[src/rtl/blink_sched_pkg.sv]
// Shared types and elaboration-time helpers for the LED blink scheduler.
package blink_sched_pkg;

  typedef enum logic [1:0] {
    IDLE = 2'd0,
    ON   = 2'd1,
    OFF  = 2'd2,
    GAP  = 2'd3
  } blink_state_e;

  function automatic int unsigned calc_div(input int unsigned clk_hz,
                                           input int unsigned tick_hz);
    return clk_hz / tick_hz;
  endfunction

  // Tick timer must hold the longest phase length.
  function automatic int unsigned timer_width(input int unsigned on_t,
                                              input int unsigned off_t,
                                              input int unsigned gap_t);
    int unsigned m;
    m = on_t;
    if (off_t > m) m = off_t;
    if (gap_t > m) m = gap_t;
    return $clog2(m + 1);
  endfunction

endpackage

[src/rtl/blink_tick_gen.sv]
// Tick prescaler: counts 0..DIV-1 and flags the terminal count; clr restarts it.
module blink_tick_gen
  import blink_sched_pkg::*;
#(
  parameter int unsigned CLK_HZ  = 100_000_000,
  parameter int unsigned TICK_HZ = 1000
) (
  input  logic i_clk,
  input  logic reset,
  input  logic clr,
  output logic tick_c
);

  localparam int unsigned DIV   = calc_div(CLK_HZ, TICK_HZ);
  localparam int unsigned DIV_W = $clog2(DIV);

  logic [DIV_W-1:0] cnt;

  assign tick_c = (cnt == DIV_W'(DIV - 1));

  always_ff @(posedge i_clk or posedge reset) begin
    if (reset) begin
      cnt <= '0;
    end else if (clr || tick_c) begin
      cnt <= '0;
    end else begin
      cnt <= cnt + DIV_W'(1);
    end
  end

endmodule

[src/rtl/blink_scheduler.sv]
// Round-robin owner of the board LED: plays an N-blink burst per granted request, then a quiet gap.
// Define BLINK_SCHED_HEARTBEAT_EN to blink a 1 Hz heartbeat while idle.
module blink_scheduler
  import blink_sched_pkg::*;
#(
  parameter int unsigned CLK_HZ    = 100_000_000,
  parameter int unsigned TICK_HZ   = 1000,
  parameter int unsigned N_REQ     = 4,
  parameter int unsigned CNT_W     = 4,
  parameter int unsigned ON_TICKS  = 250,
  parameter int unsigned OFF_TICKS = 250,
  parameter int unsigned GAP_TICKS = 1000
) (
  input  logic                   i_clk,
  input  logic                   reset,
  input  logic [N_REQ-1:0]       req,
  input  logic [N_REQ*CNT_W-1:0] blink_cnt,
  output logic [N_REQ-1:0]       gnt,
  output logic                   busy,
  output logic                   done,
  output logic                   led
);

  localparam int unsigned IDX_W = $clog2(N_REQ);
  localparam int unsigned TMR_W = timer_width(ON_TICKS, OFF_TICKS, GAP_TICKS);

  blink_state_e     state;
  logic [IDX_W-1:0] ptr;
  logic [CNT_W-1:0] remaining;
  logic [TMR_W-1:0] timer;

  logic             tick_c;
  logic             clr_c;
  logic             pick_valid_c;
  logic [IDX_W-1:0] pick_idx_c;
  logic [CNT_W-1:0] pick_cnt_c;
  logic             grant_c;
  logic             abort_c;
  logic             phase_end_c;
  logic [TMR_W-1:0] phase_lim_c;

  logic [CNT_W-1:0] cnt_arr [N_REQ];

  for (genvar g = 0; g < N_REQ; g++) begin : g_cnt
    assign cnt_arr[g] = blink_cnt[g*CNT_W +: CNT_W];
  end

  blink_tick_gen #(
    .CLK_HZ  (CLK_HZ),
    .TICK_HZ (TICK_HZ)
  ) u_tick (
    .i_clk  (i_clk),
    .reset  (reset),
    .clr    (clr_c),
    .tick_c (tick_c)
  );

  // Round-robin search starting just after the last granted requester.
  always_comb begin
    pick_valid_c = 1'b0;
    pick_idx_c   = ptr;
    for (int unsigned o = 1; o <= N_REQ; o++) begin
      if (!pick_valid_c && req[IDX_W'((32'(ptr) + o) % N_REQ)]) begin
        pick_valid_c = 1'b1;
        pick_idx_c   = IDX_W'((32'(ptr) + o) % N_REQ);
      end
    end
  end

  assign pick_cnt_c = cnt_arr[pick_idx_c];

  always_comb begin
    phase_lim_c = TMR_W'(ON_TICKS);
    case (state)
      OFF:     phase_lim_c = TMR_W'(OFF_TICKS);
      GAP:     phase_lim_c = TMR_W'(GAP_TICKS);
      default: phase_lim_c = TMR_W'(ON_TICKS);
    endcase
  end

  assign grant_c     = (state == IDLE) && pick_valid_c;
  assign abort_c     = ((state == ON) || (state == OFF)) && !req[ptr];
  assign phase_end_c = (state != IDLE) && tick_c && (timer == phase_lim_c - TMR_W'(1));
  // Every state entry restarts prescaler and timer so phases are exact multiples of DIV.
  assign clr_c       = grant_c || abort_c || phase_end_c;

  always_ff @(posedge i_clk or posedge reset) begin
    if (reset) begin
      timer <= '0;
    end else if (clr_c) begin
      timer <= '0;
    end else if (tick_c && (state != IDLE)) begin
      timer <= timer + TMR_W'(1);
    end
  end

`ifdef BLINK_SCHED_HEARTBEAT_EN
  localparam int unsigned HB_TICKS = TICK_HZ / 2;
  localparam int unsigned HB_W     = $clog2(HB_TICKS + 1);

  logic [HB_W-1:0] hb_cnt;
  logic            hb_toggle_c;

  assign hb_toggle_c = (state == IDLE) && tick_c && (hb_cnt == HB_W'(HB_TICKS - 1));

  // Held at zero outside IDLE so every idle period starts a fresh heartbeat.
  always_ff @(posedge i_clk or posedge reset) begin
    if (reset) begin
      hb_cnt <= '0;
    end else if ((state != IDLE) || grant_c || hb_toggle_c) begin
      hb_cnt <= '0;
    end else if (tick_c) begin
      hb_cnt <= hb_cnt + HB_W'(1);
    end
  end
`endif

  always_ff @(posedge i_clk or posedge reset) begin
    if (reset) begin
      state     <= IDLE;
      gnt       <= '0;
      busy      <= 1'b0;
      done      <= 1'b0;
      led       <= 1'b0;
      ptr       <= IDX_W'(N_REQ - 1);
      remaining <= '0;
    end else begin
      done <= 1'b0;
      case (state)
        IDLE: begin
          if (grant_c) begin
            gnt       <= N_REQ'(1) << pick_idx_c;
            ptr       <= pick_idx_c;
            remaining <= pick_cnt_c;
            busy      <= 1'b1;
            if (pick_cnt_c != '0) begin
              state <= ON;
              led   <= 1'b1;
            end else begin
              state <= GAP;
              led   <= 1'b0;
            end
          end
`ifdef BLINK_SCHED_HEARTBEAT_EN
          else if (hb_toggle_c) begin
            led <= ~led;
          end
`endif
        end
        ON: begin
          if (abort_c) begin
            state <= GAP;
            led   <= 1'b0;
          end else if (phase_end_c) begin
            state <= OFF;
            led   <= 1'b0;
            if (remaining != '0) remaining <= remaining - CNT_W'(1);
          end
        end
        OFF: begin
          if (abort_c) begin
            state <= GAP;
            led   <= 1'b0;
          end else if (phase_end_c) begin
            if (remaining != '0) begin
              state <= ON;
              led   <= 1'b1;
            end else begin
              state <= GAP;
            end
          end
        end
        GAP: begin
          if (phase_end_c) begin
            state <= IDLE;
            gnt   <= '0;
            busy  <= 1'b0;
            done  <= 1'b1;
            led   <= 1'b0;
          end
        end
        default: state <= IDLE;
      endcase
    end
  end

endmodule
[config.mk]
export PLATFORM = sky130hd
export DESIGN_NAME = blink_scheduler
export DESIGN_NICKNAME = d
export VERILOG_FILES = /design/src/rtl/blink_sched_pkg.sv /design/src/rtl/blink_tick_gen.sv /design/src/rtl/blink_scheduler.sv
export SDC_FILE = /design/constraint.sdc
export NUM_CORES = 1
export LEC_CHECK = 0
export CAP_MARGIN = 40
export CORE_MARGIN = 1
export CORE_UTILIZATION = 35
export CTS_CLUSTER_SIZE = 20
export DETAILED_ROUTE_END_ITERATION = 6
export GPL_ROUTABILITY_DRIVEN = 0
export PLACE_DENSITY = 0.51
export SETUP_SLACK_MARGIN = 0.4
export SLEW_MARGIN = 15
export SYNTH_ARGS = -nofsm -noshare
export SYNTH_HDL_FRONTEND = slang
export SYNTH_SLANG_ARGS = --single-unit
[constraint.sdc]
create_clock -name i_clk -period 3 [get_ports i_clk]
set_input_delay 0.3 -clock i_clk [delete_from_list [all_inputs] [get_ports i_clk]]
set_output_delay 0.3 -clock i_clk [all_outputs]
set_load 0.05 [all_outputs]
=== After elaboration in Yosys (flattened, before gate mapping) ===
Index checks and enable logic that the tools add are counted.

* Register bits after elaboration: 42
* Input port bits: 22
* Output and inout bits: 7
* Word-level logic and storage cells: 120

* Bitwise gates (word level): 1
* Equal/unequal tests: 13
* Muxes and demuxes: 55
* $lt $le $gt $ge: 6
* Reduce and logical (&&, ||, !) cells: 27
* Shift-type cells: 1
* Add/subtract/negate cells: 8

{| class="wikitable"
|+ Operators by type and width
! cell !! count
|-
| $mux 4 || 8
|-
| $mux 10 || 3
|-
| $mux 2 || 12
|-
| $mux 1 || 20
|-
| $add 17x1->17 const B || 1
|-
| $eq 17x17->1 const B || 1
|-
| $mux 17 || 1
|-
| $pmux 4 s2 || 2
|-
| $lt 2x3->1 const B || 5
|-
| $add 10x1->10 const B || 1
|-
| $bmux 1 s2 || 5
|-
| $eq 10x10->1 || 1
|-
| $sub 10x1->10 const B || 1
|-
| $bmux 4 s2 || 1
|-
| $ne 2x2->1 const B || 4
|-
| $pmux 2 s4 || 1
|-
| $reduce_bool 2->1 || 4
|-
| $reduce_bool 4->1 || 2
|-
| $logic_and 1x1->1 || 7
|-
| $ne 3x3->1 const B || 2
|-
| $reduce_and 3->1 || 2
|-
| $reduce_and 5->1 || 1
|-
| $add 2x1->2 const B || 2
|-
| $add 2x2->2 const B || 2
|-
| other kinds (15) || 22
|}

=== Depth between registers and ports, before layout ===
* Word-level depth: 21
* Depth in mapped cells: 9
* Depth with buffers taken out: 8

=== Hierarchy ===
From an unflattened synthesis, not the netlist that was laid out.

* Cell total of the unflattened synthesis: 270
* Area total of the unflattened synthesis: 2605.0 µm²

{| class="wikitable"
|+ Modules (own cells, without submodules)
! module !! times used !! seq. area each (µm²) !! cells each !! area an instance (µm²)
|-
| blink_scheduler || 1 || 628.1 || 182 || 1740.4
|-
| blink_tick_gen || 1 || 425.4 || 88 || 864.6
|}

=== Worst setup path after synthesis ===
Ideal clock, no wire load.

* Path type: register to register
* Start point: reg ptr[1]
* End point: reg u_tick.cnt[10]
* Cell stages (with the launch flop): 8
* Clock period less this slack: 2279 ps
* Arrival: 2158 ps
* Slack: 721 ps
* Cell sequence: dfstp_2 -> mux4_1 -> or2_2 -> clkbuf_1 -> and2_1 -> o21ai_1 -> buf_2 -> nor2_1

* Longest elaborated chain between the ends: 18

{| class="wikitable"
|+ RTL lines
! element !! line !! source
|-
| from (decl) || blink_scheduler.sv:28 || <nowiki>logic [IDX_W-1:0] ptr;</nowiki>
|-
| from (signal assigned) || blink_scheduler.sv:125 || <nowiki>ptr <= IDX_W'(N_REQ - 1);</nowiki>
|-
| from (signal assigned) || blink_scheduler.sv:133 || <nowiki>ptr <= pick_idx_c;</nowiki>
|-
| $add 2x1->2 || blink_scheduler.sv:63 || <nowiki>if (!pick_valid_c && req[IDX_W'((32'(ptr) + o) % N_REQ)]) begin</nowiki>
|-
| $bmux 1 s2 || blink_scheduler.sv:63 ||
|-
| $mux 1 (not written as such) || blink_scheduler.sv:63 ||
|-
| $mux 1 || blink_scheduler.sv:63 ||
|-
| $logic_not 1->1 || blink_scheduler.sv:63 ||
|-
| $logic_and 1x1->1 || blink_scheduler.sv:63 ||
|-
| $mux 1 || blink_scheduler.sv:63 ||
|-
| $logic_not 1->1 || blink_scheduler.sv:63 ||
|-
| $logic_and 1x1->1 || blink_scheduler.sv:63 ||
|-
| $mux 1 || blink_scheduler.sv:63 ||
|-
| $logic_not 1->1 || blink_scheduler.sv:63 ||
|-
| $logic_and 1x1->1 || blink_scheduler.sv:63 ||
|-
| $mux 1 || blink_scheduler.sv:63 ||
|-
| $logic_and 1x1->1 || blink_scheduler.sv:81 || <nowiki>assign grant_c = (state == IDLE) && pick_valid_c;</nowiki>
|-
| $logic_or 1x1->1 * (2 in series) || blink_scheduler.sv:85 || <nowiki>assign clr_c = grant_c || abort_c || phase_end_c;</nowiki>
|-
| $logic_or 1x1->1 * || blink_tick_gen.sv:24 || <nowiki>end else if (clr || tick_c) begin</nowiki>
|-
| $mux 17 * || blink_tick_gen.sv:24 ||
|-
| to (signal assigned) || blink_tick_gen.sv:27 || <nowiki>cnt <= cnt + DIV_W'(1);</nowiki>
|-
| to (decl) || blink_tick_gen.sv:17 || <nowiki>logic [DIV_W-1:0] cnt;</nowiki>
|}

Mark *: on every way between the ends. The rest lies on a longest branch, timed or not. The select of a mux whose other input is x is not followed.
A chain may end at the register's enable or synchronous reset.

=== Final worst setup path ===
* Start point: reg ptr[1]
* End point: reg u_tick.cnt[4]

Same word-level chain as after synthesis.

==> metrics.yaml <==
reg2reg_from: "ptr[1]"
cts.clk_slew.worst_paths_ns: 0.08
io_pins: 29
fin_skew_ns: 0.0115
grt_max_degree: 21
drc: 0
rsz0062_at_grt: "yes"
antenna_found_initial: 0
synth_area_sq_um: 2730
grt_pass1_vias: 2132
dr_total_vias: 2229
r2r-end: "u_tick.cnt[4]"
critPathMaxFanout: 11
drtIter0Drc: 104
slew_headroom_pct: 40.5
leakagePower_nw: 1.42
ctsRootBufferMaster: "clkbuf_8"
cp-start-kind: "flop"
p_comb_share_pct: 9.2
ant_nets: 0
hpwl_um: 4490
area_delta_synth_final_pct: 19.8
hp-class: "in2async"
synth_largest_area_cell: "dfrtp_1"
cts_buffers: 5
yosys-top-cells-area: "dfrtp_1, xor2_1, nor2_1, nand3_1, ha_1"
setup_ws_ns: 0.512
syn_nets: 326
core_sq_um: 7410
post-cts-setup-buffer-count: 0
wirelength_um: 5960
die_h_um: 90.4
final_max_slew_viol_count: 0
syn_inst: 297
cts_max_path_buffers: 2
r2r_cells: 5
num_rows: 31
avgSynthCellArea_sq_um: 9.20
clkLatencyLatePin_ns: 0.30
antenna_cells: 0
synth_ff_type: "dfrtp_1"
swShare_pct: 22.4
grt_first_pass_wirelength_um: 10300
status: "finished, final reports clean"
grt.overflow.total: 0
cp_cell_sequence: "mux4_1 -> or2_2 -> and2_1 -> nand2_1 -> nor2_1"
place_ws_ns: 0.274
holdBufCountCts: 0
die_area_sq_um: 8160
initial_core_util_pct: 36.9
setup_violations: 0
tightestPinTransition_ns: 0.883
intPower_mw: 0.868
peakVddDrop_mv: 0.193
ys_ff_latch: 42
synth_edf_count: 0
post_drt_via_cell_ratio: 5.17
power_frac_seq_pct: 50.6
fmaxAchievable_mhz: 402
fin_crit_ns: 2.49
drive_above_1_share_pct: 9.94
finalNetCount: 360
ys_types: 59
cp_slowest_cell: "dfstp_2"
r2r_slack_ns: 0.51
drtPass1Iterations: 4
cpPeakStageDelay_ns: 0.69
drv_cap: 0
cp.arrival_ns: 2.65
h-tree-depth: 2
hold_violations: 0
synth_warnings: 0
finalSetupTns_ns: 0
clkPwrFrac_pct: 40.2
yosys.area.top_type_share_pct: 36.6
cts_sinks: 42
synth.yosys.seq_area_share_pct: 38.6
p_switching_mw: 0.251
power_density_nw_per_um2: 342
die_w_um: 90.4
period_share_pct: 82.9
cp.required_ns: 3.16
synthArstFlopShare_pct: 100
track_usage_pct: 15.3
io_buffers: 28
path_class: "reg2reg"
critPathCaptureType: "flop"
post_drt_wl_per_cell_um: 13.8
cts_tree: "built"
flip-flops by register name, summed over array words and instances (netlist names):
signal      flops
u_tick.cnt     17
timer          10
gnt             4
remaining       4
ptr             2
state           2
busy            1
done            1
led             1
power groups by stage:
stage | Clock (mW) | Sequential [mW] | Combinational, mW
5_1_grt | 0.495 | 0.566 | 0.113
3_3_place_gp | 0 | 0.577 | 0.0996
3_5_place_dp | 0 | 0.577 | 0.104
6_report | 0.450 | 0.566 | 0.103
2_1_floorplan | 0 | 0.577 | 0.0559
4_1_cts | 0.470 | 0.566 | 0.104
metrics by stage:
step	util, %	cells	total power, mW	area (sq um)	hold slack [ns]
2_1_floorplan	-	297	0.633	2730	0.455
3_3_place_gp	42.2	422	0.677	3130	0.470
3_5_place_dp	42.6	423	0.681	3150	0.477
4_1_cts	44.0	431	1.14	3260	0.198
5_1_grt	44.2	431	1.17	3270	0.212
6_report	44.2	431	1.12	3270	0.205
metal layers:
layer	global-route usage, %	wire (um)	vias up
met1	22.2	3150	1062
li1	-	-	1148
met3	2.78	119	2
met4	3.23	25	0
met2	23.9	2670	17
met5	0	0	-
cell type report:
type | count | area (sq um)
Clock buffer | 6 | 72.6
Clock inverter | 2 | 37.5
Fill cell | 716 | 4130
Inverter | 22 | 82.6
Multi-Input combinational cell | 222 | 1520
Sequential cell | 42 | 1050
Tap cell | 99 | 124
Timing Repair Buffer | 38 | 380
repair_timing:
action / CTS / global route
hold endpoints to repair: 0 / 0
setup endpoints to repair: 0 / 1
resized for setup: 0 / 3
Yosys cell counts, types with 2 or more instances:
cell type	instances
nand2_1	20
dfrtp_1	40
o21ai_1	2
nor4_1	2
and2_1	4
or2_2	4
buf_6	2
o22ai_1	3
and4_1	5
ha_1	7
nor3_1	3
buf_2	2
nand2b_1	2
a21oi_1	7
nor3_2	2
o211a_1	2
o21ai_0	6
nor2b_1	2
mux2i_1	7
nand4_1	9
a2bb2oi_1	2
inv_1	22
clkbuf_1	4
xor2_1	16
nand3_1	20
a211oi_1	9
or4_1	2
nor2_1	36
dfstp_2	2
clkbuf_8	2
a32o_1	2
a32oi_1	8
o2bb2ai_1	2
xnor2_1	7
and3_1	7
nor4b_2	2
worst max-delay path by stage:
stage	start	end	slack (ns)
6_report	ptr[1]	u_tick.cnt[4]	0.51
5_1_grt	ptr[1]	u_tick.cnt[4]	0.40
4_1_cts	ptr[1]	u_tick.cnt[4]	0.51
3_5_place_dp	req[2]	state[1]	0.27
3_3_place_gp	req[2]	state[1]	0.32
2_1_floorplan	ptr[1]	u_tick.cnt[10]	0.72
worst max-delay path: cells and delay by family (launching register included):
family	cells	cell delay [ns]
flip-flops	1	0.69
multiplexers	1	0.65
AND/OR/NAND/NOR	4	1.02
cells by family after synthesis:
kind of cell,count (synthesis),synth area share (%)
compound gates,55,15.9
buf+inv,33,5.91
mux,8,3.53
simple gates,129,25.5
flops,42,38.6
fa+ha+maj,7,3.20
xor+xnor,23,7.37
cells in the final DEF (no fill, tap or decap), types with 2 or more instances in the layout:
cell | synthesis | final
and4_1 | 5 | 5
o21ai_0 | 6 | 6
o21ai_1 | 2 | 2
or2_2 | 4 | 4
a211oi_1 | 9 | 9
a21oi_1 | 7 | 7
dfrtp_1 | 40 | 40
nand4_1 | 9 | 9
nor2b_1 | 2 | 2
o2bb2ai_1 | 2 | 2
o211a_1 | 2 | 2
buf_4 | 0 | 9
dfstp_2 | 2 | 2
inv_1 | 22 | 21
nor4b_2 | 2 | 2
ha_1 | 7 | 7
a32oi_1 | 8 | 8
nand3_1 | 20 | 20
dlymetal6s2s_1 | 0 | 2
xnor2_1 | 7 | 7
nand2_1 | 20 | 20
a32o_1 | 2 | 2
clkbuf_8 | 2 | 5
nor2_1 | 36 | 36
xor2_1 | 16 | 16
or4_1 | 2 | 2
and3_1 | 7 | 7
nor3_1 | 3 | 3
clkdlybuf4s50_1 | 0 | 26
a2bb2oi_1 | 2 | 2
nor4_1 | 2 | 2
and2_1 | 4 | 4
nand2b_1 | 2 | 2
mux2i_1 | 7 | 7
o22ai_1 | 3 | 3
Note: power is estimated with default switching activity, not from simulation.
